<file path="src/rtl/alu_stim_gen.sv">
// alu_stim_gen: LFSR-driven operand/op/result source for ALU checking.
// Define ALU_STIM_CORNER_INJECT_EN to inject corner operands every 16th txn.
module alu_stim_gen #(
  parameter int unsigned WIDTH   = 32,
  parameter logic [31:0] SEED_A  = 32'h0000_0001,
  parameter logic [31:0] SEED_B  = 32'h0000_0002,
  parameter int unsigned NUM_TXN = 0
) (
  input  logic             clk,
  input  logic             rst_n,
  input  logic             start,
  input  logic             stop,
  input  logic [2:0]       op_mask,
  input  logic             out_ready,
  output logic             out_valid,
  output logic [WIDTH-1:0] op1,
  output logic [WIDTH-1:0] op2,
  output logic [WIDTH:0]   result,
  output logic             add,
  output logic             sub,
  output logic             cmp,
  output logic             done,
  output logic [31:0]      txn_count
);

  localparam logic [31:0] POLY = 32'h8020_0003;

  // an all-zero seed would lock the LFSR at zero
  localparam logic [31:0] INIT_A =
    (SEED_A == 32'h0) ? 32'h1 : SEED_A;
  localparam logic [31:0] INIT_B =
    (SEED_B == 32'h0) ? 32'h1 : SEED_B;

  localparam logic [31:0] LAST_CNT = 32'(NUM_TXN);

  typedef enum logic [1:0] {
    IDLE,
    RUN,
    DONE
  } state_t;

  state_t state;

  logic [31:0]    lfsr_a;
  logic [31:0]    lfsr_b;
  logic [31:0]    count_inc;
  logic [2:0]     mask_eff;
  logic [2:0]     op_pref;
  logic [2:0]     op_sel;
  logic [WIDTH-1:0] ld_op1;
  logic [WIDTH-1:0] ld_op2;
  logic [WIDTH:0] ext1;
  logic [WIDTH:0] ext2;
  logic [WIDTH:0] ld_res;
  logic           accept;
  logic           last;
  logic           load;

  function automatic logic [31:0] lfsr_step(
    input logic [31:0] x
  );
    lfsr_step = x[0] ? ((x >> 1) ^ POLY) : (x >> 1);
  endfunction

  assign count_inc = txn_count + 32'd1;
  assign accept    = out_valid && out_ready;
  assign last      = (NUM_TXN != 0) &&
                     (count_inc == LAST_CNT);
  assign mask_eff  = (op_mask == 3'b000) ?
                     3'b111 : op_mask;

  // preferred op from the top two bits of lfsr_b
  always_comb begin
    op_pref = 3'b001;
    unique case (1'b1)
      lfsr_b[31]:
        op_pref = 3'b100;
      (!lfsr_b[31] && lfsr_b[30]):
        op_pref = 3'b010;
      default:
        op_pref = 3'b001;
    endcase
  end

  // fall back to highest-priority allowed op
  always_comb begin
    op_sel = op_pref;
    if ((op_pref & mask_eff) == 3'b000) begin
      unique case (1'b1)
        mask_eff[2]:
          op_sel = 3'b100;
        (!mask_eff[2] && mask_eff[1]):
          op_sel = 3'b010;
        default:
          op_sel = 3'b001;
      endcase
    end
  end

`ifdef ALU_STIM_CORNER_INJECT_EN
  logic [1:0]  ptr;
  logic [31:0] ld_count;
  logic        inject;

  // count that will sit beside the loaded txn
  assign ld_count = (state == RUN) ? count_inc : 32'd0;
  assign inject   = (ld_count[3:0] == 4'hF);

  // LFSR operands, overridden by the corner table
  always_comb begin
    ld_op1 = lfsr_a[WIDTH-1:0];
    ld_op2 = lfsr_b[WIDTH-1:0];
    if (inject) begin
      case (ptr)
        2'd0: begin
          ld_op1 = '1;
          ld_op2 = WIDTH'(1);
        end
        2'd1: begin
          ld_op1 = '0;
          ld_op2 = WIDTH'(1);
        end
        2'd2: begin
          ld_op1 = {1'b1, {(WIDTH-1){1'b0}}};
          ld_op2 = WIDTH'(1);
        end
        default: begin
          ld_op1 = '1;
          ld_op2 = '1;
        end
      endcase
    end
  end

  // corner pointer advances once per injection
  always_ff @(posedge clk or negedge rst_n) begin
    if (!rst_n) begin
      ptr <= 2'd0;
    end else if (load && inject) begin
      ptr <= ptr + 2'd1;
    end
  end
`else
  assign ld_op1 = lfsr_a[WIDTH-1:0];
  assign ld_op2 = lfsr_b[WIDTH-1:0];
`endif

  assign ext1 = {1'b0, ld_op1};
  assign ext2 = {1'b0, ld_op2};

  // add keeps carry, sub/cmp keep borrow in the top bit
  assign ld_res = op_sel[2] ? (ext1 + ext2) :
                              (ext1 - ext2);

  // a new transaction is captured on this edge
  always_comb begin
    load = 1'b0;
    unique case (state)
      IDLE:    load = start;
      DONE:    load = start;
      RUN:     load = !stop && accept && !last;
      default: load = 1'b0;
    endcase
  end

  // run control: valid, done and transaction count
  always_ff @(posedge clk or negedge rst_n) begin
    if (!rst_n) begin
      state     <= IDLE;
      out_valid <= 1'b0;
      done      <= 1'b0;
      txn_count <= 32'd0;
    end else begin
      case (state)
        IDLE: begin
          if (start) begin
            txn_count <= 32'd0;
            out_valid <= 1'b1;
            state     <= RUN;
          end
        end
        RUN: begin
          if (stop) begin
            out_valid <= 1'b0;
            state     <= IDLE;
          end else if (accept) begin
            txn_count <= count_inc;
            if (last) begin
              out_valid <= 1'b0;
              done      <= 1'b1;
              state     <= DONE;
            end
          end
        end
        DONE: begin
          if (start) begin
            done      <= 1'b0;
            txn_count <= 32'd0;
            out_valid <= 1'b1;
            state     <= RUN;
          end
        end
        default: begin
          out_valid <= 1'b0;
          state     <= IDLE;
        end
      endcase
    end
  end

  // payload and LFSRs update only on a load
  always_ff @(posedge clk or negedge rst_n) begin
    if (!rst_n) begin
      lfsr_a <= INIT_A;
      lfsr_b <= INIT_B;
      op1    <= '0;
      op2    <= '0;
      result <= '0;
      add    <= 1'b0;
      sub    <= 1'b0;
      cmp    <= 1'b0;
    end else if (load) begin
      lfsr_a          <= lfsr_step(lfsr_a);
      lfsr_b          <= lfsr_step(lfsr_b);
      op1             <= ld_op1;
      op2             <= ld_op2;
      result          <= ld_res;
      {add, sub, cmp} <= op_sel;
    end
  end

endmodule

</file>
<file path="config.mk">
export PLATFORM = sky130hd
export DESIGN_NAME = alu_stim_gen
export DESIGN_NICKNAME = d
export VERILOG_FILES = /design/src/rtl/alu_stim_gen.sv
export SDC_FILE = /design/constraint.sdc
export NUM_CORES = 1
export LEC_CHECK = 0
export BUFFER_PORTS_ARGS = -buffer_cell sky130_fd_sc_hd__buf_2
export CAP_MARGIN = 0
export CORE_MARGIN = 1.5
export CORE_UTILIZATION = 52
export DETAILED_ROUTE_END_ITERATION = 7
export PLACE_DENSITY_LB_ADDON = 0.25
export SLEW_MARGIN = 30
export SYNTH_ARGS = -nofsm -noshare
export SYNTH_HDL_FRONTEND = slang
export SYNTH_SLANG_ARGS = --single-unit
export TNS_END_PERCENT = 10
</file>
<file path="constraint.sdc">
create_clock -name clk -period 3.8 [get_ports clk]
set_input_delay 0.38 -clock clk [delete_from_list [all_inputs] [get_ports clk]]
set_output_delay 0.38 -clock clk [all_outputs]
set_load 0.1 [all_outputs]
</file>
**Yosys cells after proc, flatten, opt, wreduce, memory -nomap -nowiden**

Cells that the tools add are included.

- Add/subtract/negate cells: 3
- Eq/ne operators: 6
- Multiplexer cells: 18
- Bitwise gates (word level): 3
- Reductions and logical operators: 14

Operators by type and width:

| operator | number |
|---|---|
| 2-to-1 mux 32 bit | 5 |
| one-hot mux 32 bit (2 select lines) | 1 |
| adder 32 x 32 -> 33 bit | 1 |
| 2-to-1 mux 33 bit | 1 |
| subtractor 32 x 32 -> 33 bit | 1 |
| adder 32 x 1 -> 32 bit, second input constant | 1 |
| one-hot mux 3 bit (2 select lines) | 2 |
| inverter 3 -> 4 bit | 2 |
| zero test 3 bit | 2 |
| 2-to-1 mux 3 bit | 2 |
| inequality test 2 bit, second input constant | 3 |
| logical AND 1 bit | 4 |
| 2-to-1 mux 2 bit | 2 |
| one-hot mux 1 bit (2 select lines) | 2 |
| one-hot mux 2 bit (2 select lines) | 1 |
| AND reduction 4 bit | 1 |
| bitwise AND 3 bit | 1 |
| zero test 1 bit | 3 |
| equality test 2 x 1 -> 1 bit, second input constant | 1 |
| equality test 2 bit, second input constant | 1 |
| zero test 2 bit | 1 |
| 2-to-1 mux 1 bit | 2 |
| inequality test 2 x 1 -> 1 bit, second input constant | 1 |
| AND reduction 2 bit | 1 |
| other kinds (2) | 2 |

- Register bits after elaboration: 199
- Input bits: 8

**Logic depth before layout (Yosys ltp)**

Gate-level depths: netlist (run 1).

- Depth in word-level cells: 7
- Gate-level depth with buffers: 16
- Depth with buffers taken out: 16

**Worst setup path before layout (run 1)**

Ideal clock, no wire load.

- Kind: register to register
- From: register lfsr_b[0] (netlist: ld_op2[0])
- To: register result[28]
- Arrival: 3,896 ps
- Data required time: 3,660 ps
- Path slack: -236 ps
- Cell stages (with the launch flop): 17
- Period minus slack after synthesis: 4,036 ps
- Cells stage by stage: dfrtp_1 -> inv_1 -> ha_1 -> or3b_1 -> nor2_1 -> nand3_1 -> o41a_1 -> xor2_1 -> ha_1 -> clkbuf_1 -> a21oi_1 -> nand2_1 -> a221oi_1 -> nor2_1 -> or3b_1 -> a2111oi_0 -> a211oi_1

- Longest elaborated chain between the ends: 2

RTL lines:

| item | RTL line | text |
|---|---|---|
| from (decl) | 45 | `logic [31:0] lfsr_b;` |
| from (signal assigned) | 224 | `lfsr_b <= lfsr_step(lfsr_b);` |
| subtractor 32 x 32 -> 33 bit or adder 32 x 32 -> 33 bit (tied branches) | 153, 152 |  |
| 2-to-1 mux 33 bit * | 152 | `assign ld_res = op_sel[2] ? (ext1 + ext2) :` |
| to (signal assigned) | 227 | `result <= ld_res;` |
| to (decl) | 18 | `output logic [WIDTH:0] result,` |

Mark *: on every way between the ends. The rest lies on a longest branch, timed or not.
A chain may end at the register's enable or synchronous reset.

**Final worst setup path (run 1)**

Same ends and word-level chain as after synthesis.

==> flow_summary_export.csv, run 1 <==
group,metric,value,unit
finish,antennaDiodeCount,0,
cts,numClockSinks,139,
grt,antenna_found_initial,0,
floorplanning,io_pins,142,
worst_setup_path,path_class,"reg -> reg",
grt,grt_pass1_wl,35300,µm
synthesis,yosysUniqueCellTypes,72,
synthesis,syn_inst,1021,
cts,ctsRootBufferMaster,"clkbuf_16",
synthesis,synth_edf_count,0,
sta,hold_slack,-0.0309,ns
floorplanning,coreArea,16000,µm²
synthesis,syn_avg_cell_area,8.42,µm²
cts,clk_latency,0.43,ns
worst_setup_path,cp_slowest_cell,"or3b_4",
worst_setup_path,r2r_slack,-0.06,ns
sta,skew,0.0107,ns
sta,tightest_slew,0.779,ns
worst_setup_path,cp-end-kind,"flop",
placed_design,numPortBuffers,140,
flow_run,max_cap_viol_count,0,
floorplanning,die_h,132,µm
min_path,hold_path_class,"in -> async",
status,violations,"hold timing, setup timing",
floorplanning,die_area,17300,µm²
synthesis,ys.flop_type,"dfrtp_1",
sta,setup_viol,4,
cts,clockBufferDepth,2,
synthesis,netlist.top_cell.by_area,"dfrtp_1",
synthesis,yosysMostFrequentCell,"nand2_1",
placed_design,hpwlAfterDp,15000,µm
finish,final_core_util,0.637,
finish,fin_nets,1191,
sta,drv_slew,0,
synthesis,seq_area_frac_synth,0.405,
synthesis,synth_seq_cells,139,
cts,cts_buffers,17,
finish,drive_gt1_frac,0.234,
synthesis,synthTopCellsByCount,"263 x nand2_1, 137 x dfrtp_1, 71 x nor2_1",
drt,dr.pass1.iters,5,
synthesis,synth_area_leaders,"dfrtp_1 40%, nand2_1 11%, buf_4 5.2%",
sta,rsz0062_at_grt,"true",
status,outcome,"complete, but fails checks",
worst_setup_path,crit_chain,"inv_2 > ha_4 > or3b_4 > nor2_4 > nand3_2 > o41a_1 > xor2_1 > ha_1 > a21oi_2 > nand2_1 > a221oi_2 > nor2_1 > or3b_4 > a2111oi_4 > a211oi_1",
placed_design,dpl_cell_area,9510,µm²
synthesis,yosysTopAreaCellShare,0.399,
floorplanning,initial_core_util,0.537,
sta,timing.fmax,259,MHz
floorplanning,die_width,132,µm
synthesis,synth-async-reset-ratio,1.00,
cts,htreeDepth,4,
drt,drtIter0Drc,444,
sta,finalSetupTns,-0.184,ns
worst_setup_path,critPathArrivalTime,4.17,ns
grt,grt_max_degree,82,
sta,hold_viol,12,
worst_setup_path,worstPathRequired,4.11,ns
finish,postLayoutCellArea,10200,µm²
grt,grt_pass1_vias,7110,
sta,min_period,3.86,ns
drt,drc,0,
placed_design,gp_congestion,0.883,
worst_setup_path,startpoint_type,"flop",
drt,vias,7487,
sta,maxSlewHeadroom,0.481,
synthesis,synth.cell_area,8590,µm²
worst_setup_path,worst_path_most_repeated_cell,"or3b_4",
worst_setup_path,cp_num_buf_inv,1,
worst_setup_path,max_stage_delay,0.46,ns
sta,finalWorstSetupSlack,-0.0634,ns
drt,wirelength,21000,µm
drt,via_per_inst,5.44,
worst_setup_path,path_max_fanout,5,
floorplanning,row_count,46,
sta,finalCritPeriodShare,1.02,
drt,drtAntennaViolNets,0,
synthesis,ys_warn_count,0,
drt,wl_per_cell,15.3,µm
cts,path_clk_slew,0.06,ns
grt,grt_usage,0.250,
worst_setup_path,crit_family,"simple AND/OR/NAND/NOR gates",
synthesis,syn-num-nets,1064,
grt,grt_overflow,0,
finish,synthToLayoutAreaGrowth,18.6,%
cts,cts_tree,"built",
placed_design,dp_slack,-0.0679,ns
## flip-flops by register name (all words and copies together), names as in the netlist
name and flops:
ld_op2 4, txn_count 32, ld_op1 4, add 1, op2 31, result 33
cmp 1, op1 31, sub 1, out_valid 1
## what timing repair did
action,in CTS,in global routing
gates resized for setup,5,15
setup buffers,1,3
pin swaps,2,12
hold buffers,0,0
setup endpoints to repair,5,12
## per-stage QoR
| step | hold slack [ns] | std cells |
|---|---|---|
| floorplan | 0.0844 | 1021 |
| global placement | 0.445 | 1341 |
| detailed placement | 0.450 | 1341 |
| CTS | 0.0233 | 1374 |
| global route | 0.0310 | 1377 |
| finish | -0.0309 | 1377 |
## metal layers
layer	GRT usage	wire length, µm	vias to the layer above
li1	-	-	3706
met1	0.349	9870	3564
met2	0.391	9670	188
met3	0.0552	1100	29
met4	0.0728	372	0
met5	0	0	-
## placed cells by master (no fill, tap or decap), drive strengths merged, types with 5 or more instances in the layout
cell	synthesis	routed
a211oi	5	5
a21o	19	19
a21oi	60	60
and3	7	7
buf	66	205
clkbuf	31	18
clkinv	0	5
dfrtp	137	137
ha	34	34
inv	19	22
mux2i	9	9
nand2	263	263
nand2b	6	6
nand3	22	22
nand4	17	17
nor2	71	71
nor2b	5	5
nor3	16	16
nor4	5	5
o211ai	7	7
o21ai	60	60
o31ai	13	13
or3	15	15
or4	5	5
xnor2	40	40
xor2	26	26
## kinds of logic after synthesis
family / Yosys count / share of synthesized area
other: 1 / 0.000436
XOR/XNOR: 66 / 0.0673
flip-flops: 139 / 0.405
AO/OA/AOI/OAI: 197 / 0.144
adder cells (fa/ha/maj): 35 / 0.0518
AND/OR/NAND/NOR: 458 / 0.243
buffers and inverters: 116 / 0.0775
multiplexers: 9 / 0.0105
## layout make-up
class / instances / area (µm²)
multi-input cells: 766 / 4580
well taps: 216 / 270
clock buffers: 18 / 439
inverters: 19 / 71.3
repair buffers: 205 / 1210
clock inverters: 14 / 145
fillers: 1460 / 5810
flip-flops and latches: 139 / 3480
## final timing paths
kind,from,end,cells past startpoint
worst max-delay path,ld_op2[0],result[28],15
worst min-delay path,rst_n,txn_count[31],1
worst max register to register,ld_op2[0],result[28],15
worst min register to register,op1[22],op1[22],2
max in group asynchronous,rst_n,ld_op2[1],2
min in group clk,stop,out_valid,2
Power of run 1 is not shown: default switching activity piles up to over one toggle a cycle in this logic, so the estimate is an artifact.
==> inputs of run 2 (changes only) <==
- MAX_ROUTING_LAYER: not set -> met4
==> flow_summary_export.csv, run 2 (same netlist as run 1, synthesis figures left out) <==
group,metric,value,unit
finish,regMostFlops,"result",
min_path,hold_path_class,"in -> async",
sta,min_period,3.84,ns
sta,finalCritPeriodShare,1.01,
finish,drive_gt1_frac,0.238,
drt,top_layer_used,"met4",
placed_design,hpwlAfterDp,15000,µm
drt,wl_met1,9900,µm
finish,largest_register_ffs,33,
sta,finalWorstSetupSlack,-0.0357,ns
status,outcome,"complete, but fails checks",
cts,clk_latency,0.43,ns
grt,grt_overflow,0,
drt,drtIter0Drc,456,
worst_setup_path,critPathArrivalTime,4.17,ns
floorplanning,die_width,132,µm
sta,tightest_slew,0.814,ns
grt,grt_usage,0.262,
floorplanning,io_pins,142,
worst_setup_path,cp-end-kind,"flop",
floorplanning,initial_core_util,0.537,
placed_design,numPortBuffers,140,
status,violations,"setup timing",
cts,htreeDepth,4,
finish,synthToLayoutAreaGrowth,19.8,%
worst_setup_path,cp_num_buf_inv,1,
drt,wl_met2,10000,µm
floorplanning,coreArea,16000,µm²
floorplanning,die_h,132,µm
placed_design,dp_cells,1340,
grt,grt_max_degree,93,
sta,skew,0.00978,ns
drt,dr_wl_met3,1140,µm
placed_design,gp_congestion,0.900,
cts,cts_buffers,17,
sta,hold_viol,0,
drt,drtAntennaViolNets,0,
finish,final_cells,1376,
sta,setup_viol,2,
drt,wirelength,21400,µm
floorplanning,row_count,46,
cts,ctsRootBufferMaster,"clkbuf_16",
sta,drv_slew,0,
cts,path_clk_slew,0.06,ns
finish,layout_common_cells,"262 x nand2_1, 139 x buf_2, 137 x dfrtp_1",
worst_setup_path,path_max_fanout,5,
cts,cts_tree,"built",
grt,grt_pass1_vias,7274,
finish,largestRegisters,"result x33, txn_count x32",
cts,cts_hold_buf,0,
sta,rsz0062_at_grt,"true",
worst_setup_path,crit_chain,"inv_2 > ha_1 > or3b_4 > nor2_4 > nand3_2 > o41a_1 > xor2_1 > ha_1 > a21oi_2 > nand2_1 > a221oi_2 > nor2_1 > or3b_4 > and3b_1 > o32ai_2",
drt,drc,0,
cts,clockBufferDepth,2,
sta,timing.fmax,261,MHz
floorplanning,die_area,17300,µm²
worst_setup_path,path_class,"reg -> reg",
worst_setup_path,worstPathRequired,4.13,ns
drt,vias,7524,
worst_setup_path,crit_family,"simple AND/OR/NAND/NOR gates",
grt,grt_pass1_wl,36100,µm
drt,via_per_inst,5.47,
drt,wl_per_cell,15.6,µm
worst_setup_path,startpoint_type,"flop",
cts,numClockSinks,139,
finish,fin_nets,1190,
flow_run,max_cap_viol_count,0,
worst_setup_path,cp_slowest_cell,"or3b_4",
finish,antennaDiodeCount,0,
drt,dr.pass1.iters,5,
grt,antenna_found_initial,0,
sta,maxSlewHeadroom,0.457,
finish,layout_commonest_cell,"nand2_1",
worst_setup_path,max_stage_delay,0.46,ns
-- run 2: cell count changes in the layout (fill, tap and decap cells not counted), sizes merged --
cell / before / now
buf: 205 / 204
bufinv: 2 / 5
clkbuf: 18 / 21
clkinv: 5 / 3
clkinvlp: 4 / 2
inv: 22 / 20
-- run 2: timing repair --
action | CTS | global route
pin swaps | 3 | 9
cloned | 0 | 0
setup buffers | 2 | 2
resized for setup | 7 | 18
endpoints found under the setup margin | 7 | 13
-- run 2: through the flow --
stage	util	TNS [ns]	worst slack [ns]	cell area, µm²	hold slack [ns]
after floorplan	-	-0.0174	-0.0174	8640	0.0844
after global placement	0.594	0	0.0301	9500	0.445
after detailed placement	0.594	-0.122	-0.0706	9500	0.452
after CTS	0.637	-0.0203	-0.0203	10200	0.0632
after global routing	0.643	-0.982	-0.208	10300	0.0902
final	0.643	-0.0471	-0.0357	10300	0.0272
-- run 2: area by class of cell --
cell class / instances / area (µm²)
flip-flops and latches: 139 / 3480
inverters: 19 / 71.3
multi-input cells: 766 / 4620
clock inverters: 11 / 193
well taps: 216 / 270
repair buffers: 204 / 1200
fillers: 1422 / 5710
clock buffers: 21 / 460
-- run 2: final timing paths --
| check | from | slack (ns) | to | cells after the start |
|---|---|---|---|---|
| min in group clk | stop | 0.15 | out_valid | 2 |
| min reg2reg | op2[22] | 0.46 | op2[22] | 2 |
| max in group asynchronous | rst_n | 2.90 | add | 2 |
| max reg2reg | ld_op2[0] | -0.04 | result[32] | 15 |
| max | ld_op2[0] | -0.04 | result[32] | 15 |
| min | rst_n | 0.03 | txn_count[30] | 1 |
-- run 2: worst register-to-register path, cell delays in order, from the launching register on --
cell and delay (ns):
dfrtp_1 0.43, inv_2 0.09, ha_1 0.16, or3b_4 0.42
nor2_4 0.11, nand3_2 0.09, o41a_1 0.34, xor2_1 0.16
ha_1 0.36, a21oi_2 0.19, nand2_1 0.09, a221oi_2 0.32
nor2_1 0.11, or3b_4 0.46, and3b_1 0.20, o32ai_2 0.24
-- run 2: layer usage --
metal	global-route usage	vias up
met5	-	-
met2	0.408	184
li1	-	3704
met4	0.0741	0
met1	0.346	3610
met3	0.0567	26
Power of run 2 is left out for the same reason.
==> inputs of run 3 (changes only) <==
- HOLD_SLACK_MARGIN: not set -> 0.06
- RECOVER_POWER: not set -> 100
==> flow_summary_export.csv, run 3 (same netlist as run 1, synthesis figures left out) <==
group,metric,value,unit
finish,drive_gt1_frac,0.122,
finish,antennaDiodeCount,0,
worst_setup_path,worstPathRequired,4.14,ns
finish,synthToLayoutAreaGrowth,17.6,%
finish,largestRegisters,"result x33, txn_count x32",
drt,drc,0,
sta,tightest_slew,2.24,ns
worst_setup_path,startpoint_type,"flop",
floorplanning,die_h,132,µm
drt,drtIter0Drc,516,
cts,numClockSinks,139,
floorplanning,die_area,17300,µm²
grt,grt_pass1_vias,7274,
cts,cts_tree,"built",
sta,drv_slew,93,
drt,vias,7579,
cts,path_clk_slew,0.06,ns
finish,regMostFlops,"result",
worst_setup_path,cp-end-kind,"flop",
cts,clockBufferDepth,2,
worst_setup_path,crit_chain,"inv_2 > ha_1 > or3b_4 > nor2_4 > nand3_2 > o41a_1 > xor2_1 > ha_1 > a21oi_2 > nand2_1 > a221oi_2 > nor2_1 > or3b_4 > and3b_1 > o32ai_2",
cts,clk_latency,0.43,ns
sta,min_period,3.83,ns
grt,grt_usage,0.262,
status,outcome,"complete, but fails checks",
drt,dr.pass1.iters,5,
placed_design,hpwlAfterDp,15000,µm
worst_setup_path,max_stage_delay,0.46,ns
sta,setup_viol,2,
grt,antenna_found_initial,0,
cts,cts_buffers,17,
drt,via_per_inst,5.51,
placed_design,gp_congestion,0.900,
floorplanning,die_width,132,µm
worst_setup_path,path_max_fanout,5,
placed_design,numPortBuffers,140,
flow_run,max_cap_viol_count,1,
drt,wirelength,21500,µm
sta,hold_viol,0,
worst_setup_path,path_class,"reg -> reg",
grt,grt_max_degree,93,
sta,finalWorstSetupSlack,-0.0305,ns
grt,grt_pass1_wl,36100,µm
min_path,hold_path_class,"in -> reg",
worst_setup_path,crit_family,"simple AND/OR/NAND/NOR gates",
finish,final_cells,1376,
finish,largest_register_ffs,33,
cts,htreeDepth,4,
grt,grt_overflow,0,
sta,maxSlewHeadroom,-0.491,
cts,ctsRootBufferMaster,"clkbuf_16",
finish,layout_commonest_cell,"nand2_1",
finish,fin_nets,1190,
sta,timing.fmax,261,MHz
worst_setup_path,critPathArrivalTime,4.17,ns
finish,layout_common_cells,"262 x nand2_1, 137 x dfrtp_1, 136 x clkbuf_1",
sta,skew,0.00851,ns
sta,finalCritPeriodShare,1.01,
worst_setup_path,cp_slowest_cell,"or3b_4",
floorplanning,initial_core_util,0.537,
floorplanning,coreArea,16000,µm²
status,violations,"capacitance limit, slew limit, setup timing",
sta,rsz0062_at_grt,"true",
placed_design,dp_cells,1340,
floorplanning,row_count,46,
drt,drtAntennaViolNets,0,
worst_setup_path,cp_num_buf_inv,1,
drt,wl_per_cell,15.7,µm
floorplanning,io_pins,142,
run 3: cell count changes in the layout (fill, tap and decap cells not counted), sizes merged:
cell,delta
clkbuf,+136
buf,-136
run 3: layer usage:
metal | vias up | routed length [µm] | part of all wire | global-route usage
li1 | 3702 | - | - | -
met1 | 3652 | 9860 | 0.46 | 0.346
met2 | 196 | 10100 | 0.47 | 0.408
met3 | 29 | 1200 | 0.056 | 0.0567
met4 | 0 | 386 | 0.018 | 0.0741
met5 | - | 0 | 0 | -
run 3: cell type report:
class	instances	area (µm²)
clock inverters	11	193
repair buffers	204	1020
fillers	1479	5890
clock buffers	21	460
inverters	19	71.3
well taps	216	270
multi-input cells	766	4610
flip-flops and latches	139	3480
run 3: stage by stage:
step | setup WS, ns | hold slack [ns] | TNS (ns) | area, µm² | utilization
floorplan | -0.0174 | 0.0844 | -0.0174 | 8640 | -
global placement | 0.0301 | 0.445 | 0 | 9500 | 0.594
detailed placement | -0.0706 | 0.452 | -0.122 | 9500 | 0.594
CTS | -0.0203 | 0.0632 | -0.0203 | 10200 | 0.637
global route | -0.208 | 0.166 | -0.992 | 10100 | 0.632
finish | -0.0305 | 0.152 | -0.0498 | 10100 | 0.632
run 3: path summary, 6_finish.rpt:
check                      slack (ns)       endpoint        from  cells past startpoint
min in group asynchronous        0.62  txn_count[30]       rst_n                      1
setup / recovery                -0.03     result[32]   ld_op2[0]                     15
max in group asynchronous        1.04      result[9]       rst_n                      2
hold / removal                   0.15      out_valid        stop                      2
hold reg to reg                  0.47     result[21]  result[21]                      2
setup reg to reg                -0.03     result[32]   ld_op2[0]                     15
run 3: timing repair:
| action | 4_1_cts | 5_1_grt |
|---|---|---|
| hold endpoints to repair | 0 | 0 |
| setup endpoints to repair | 7 | 13 |
| hold buffers | 0 | 0 |
| pin swaps | 3 | 9 |
| resized for setup | 7 | 18 |
| setup buffers | 2 | 2 |
Power of run 3 is left out for the same reason.
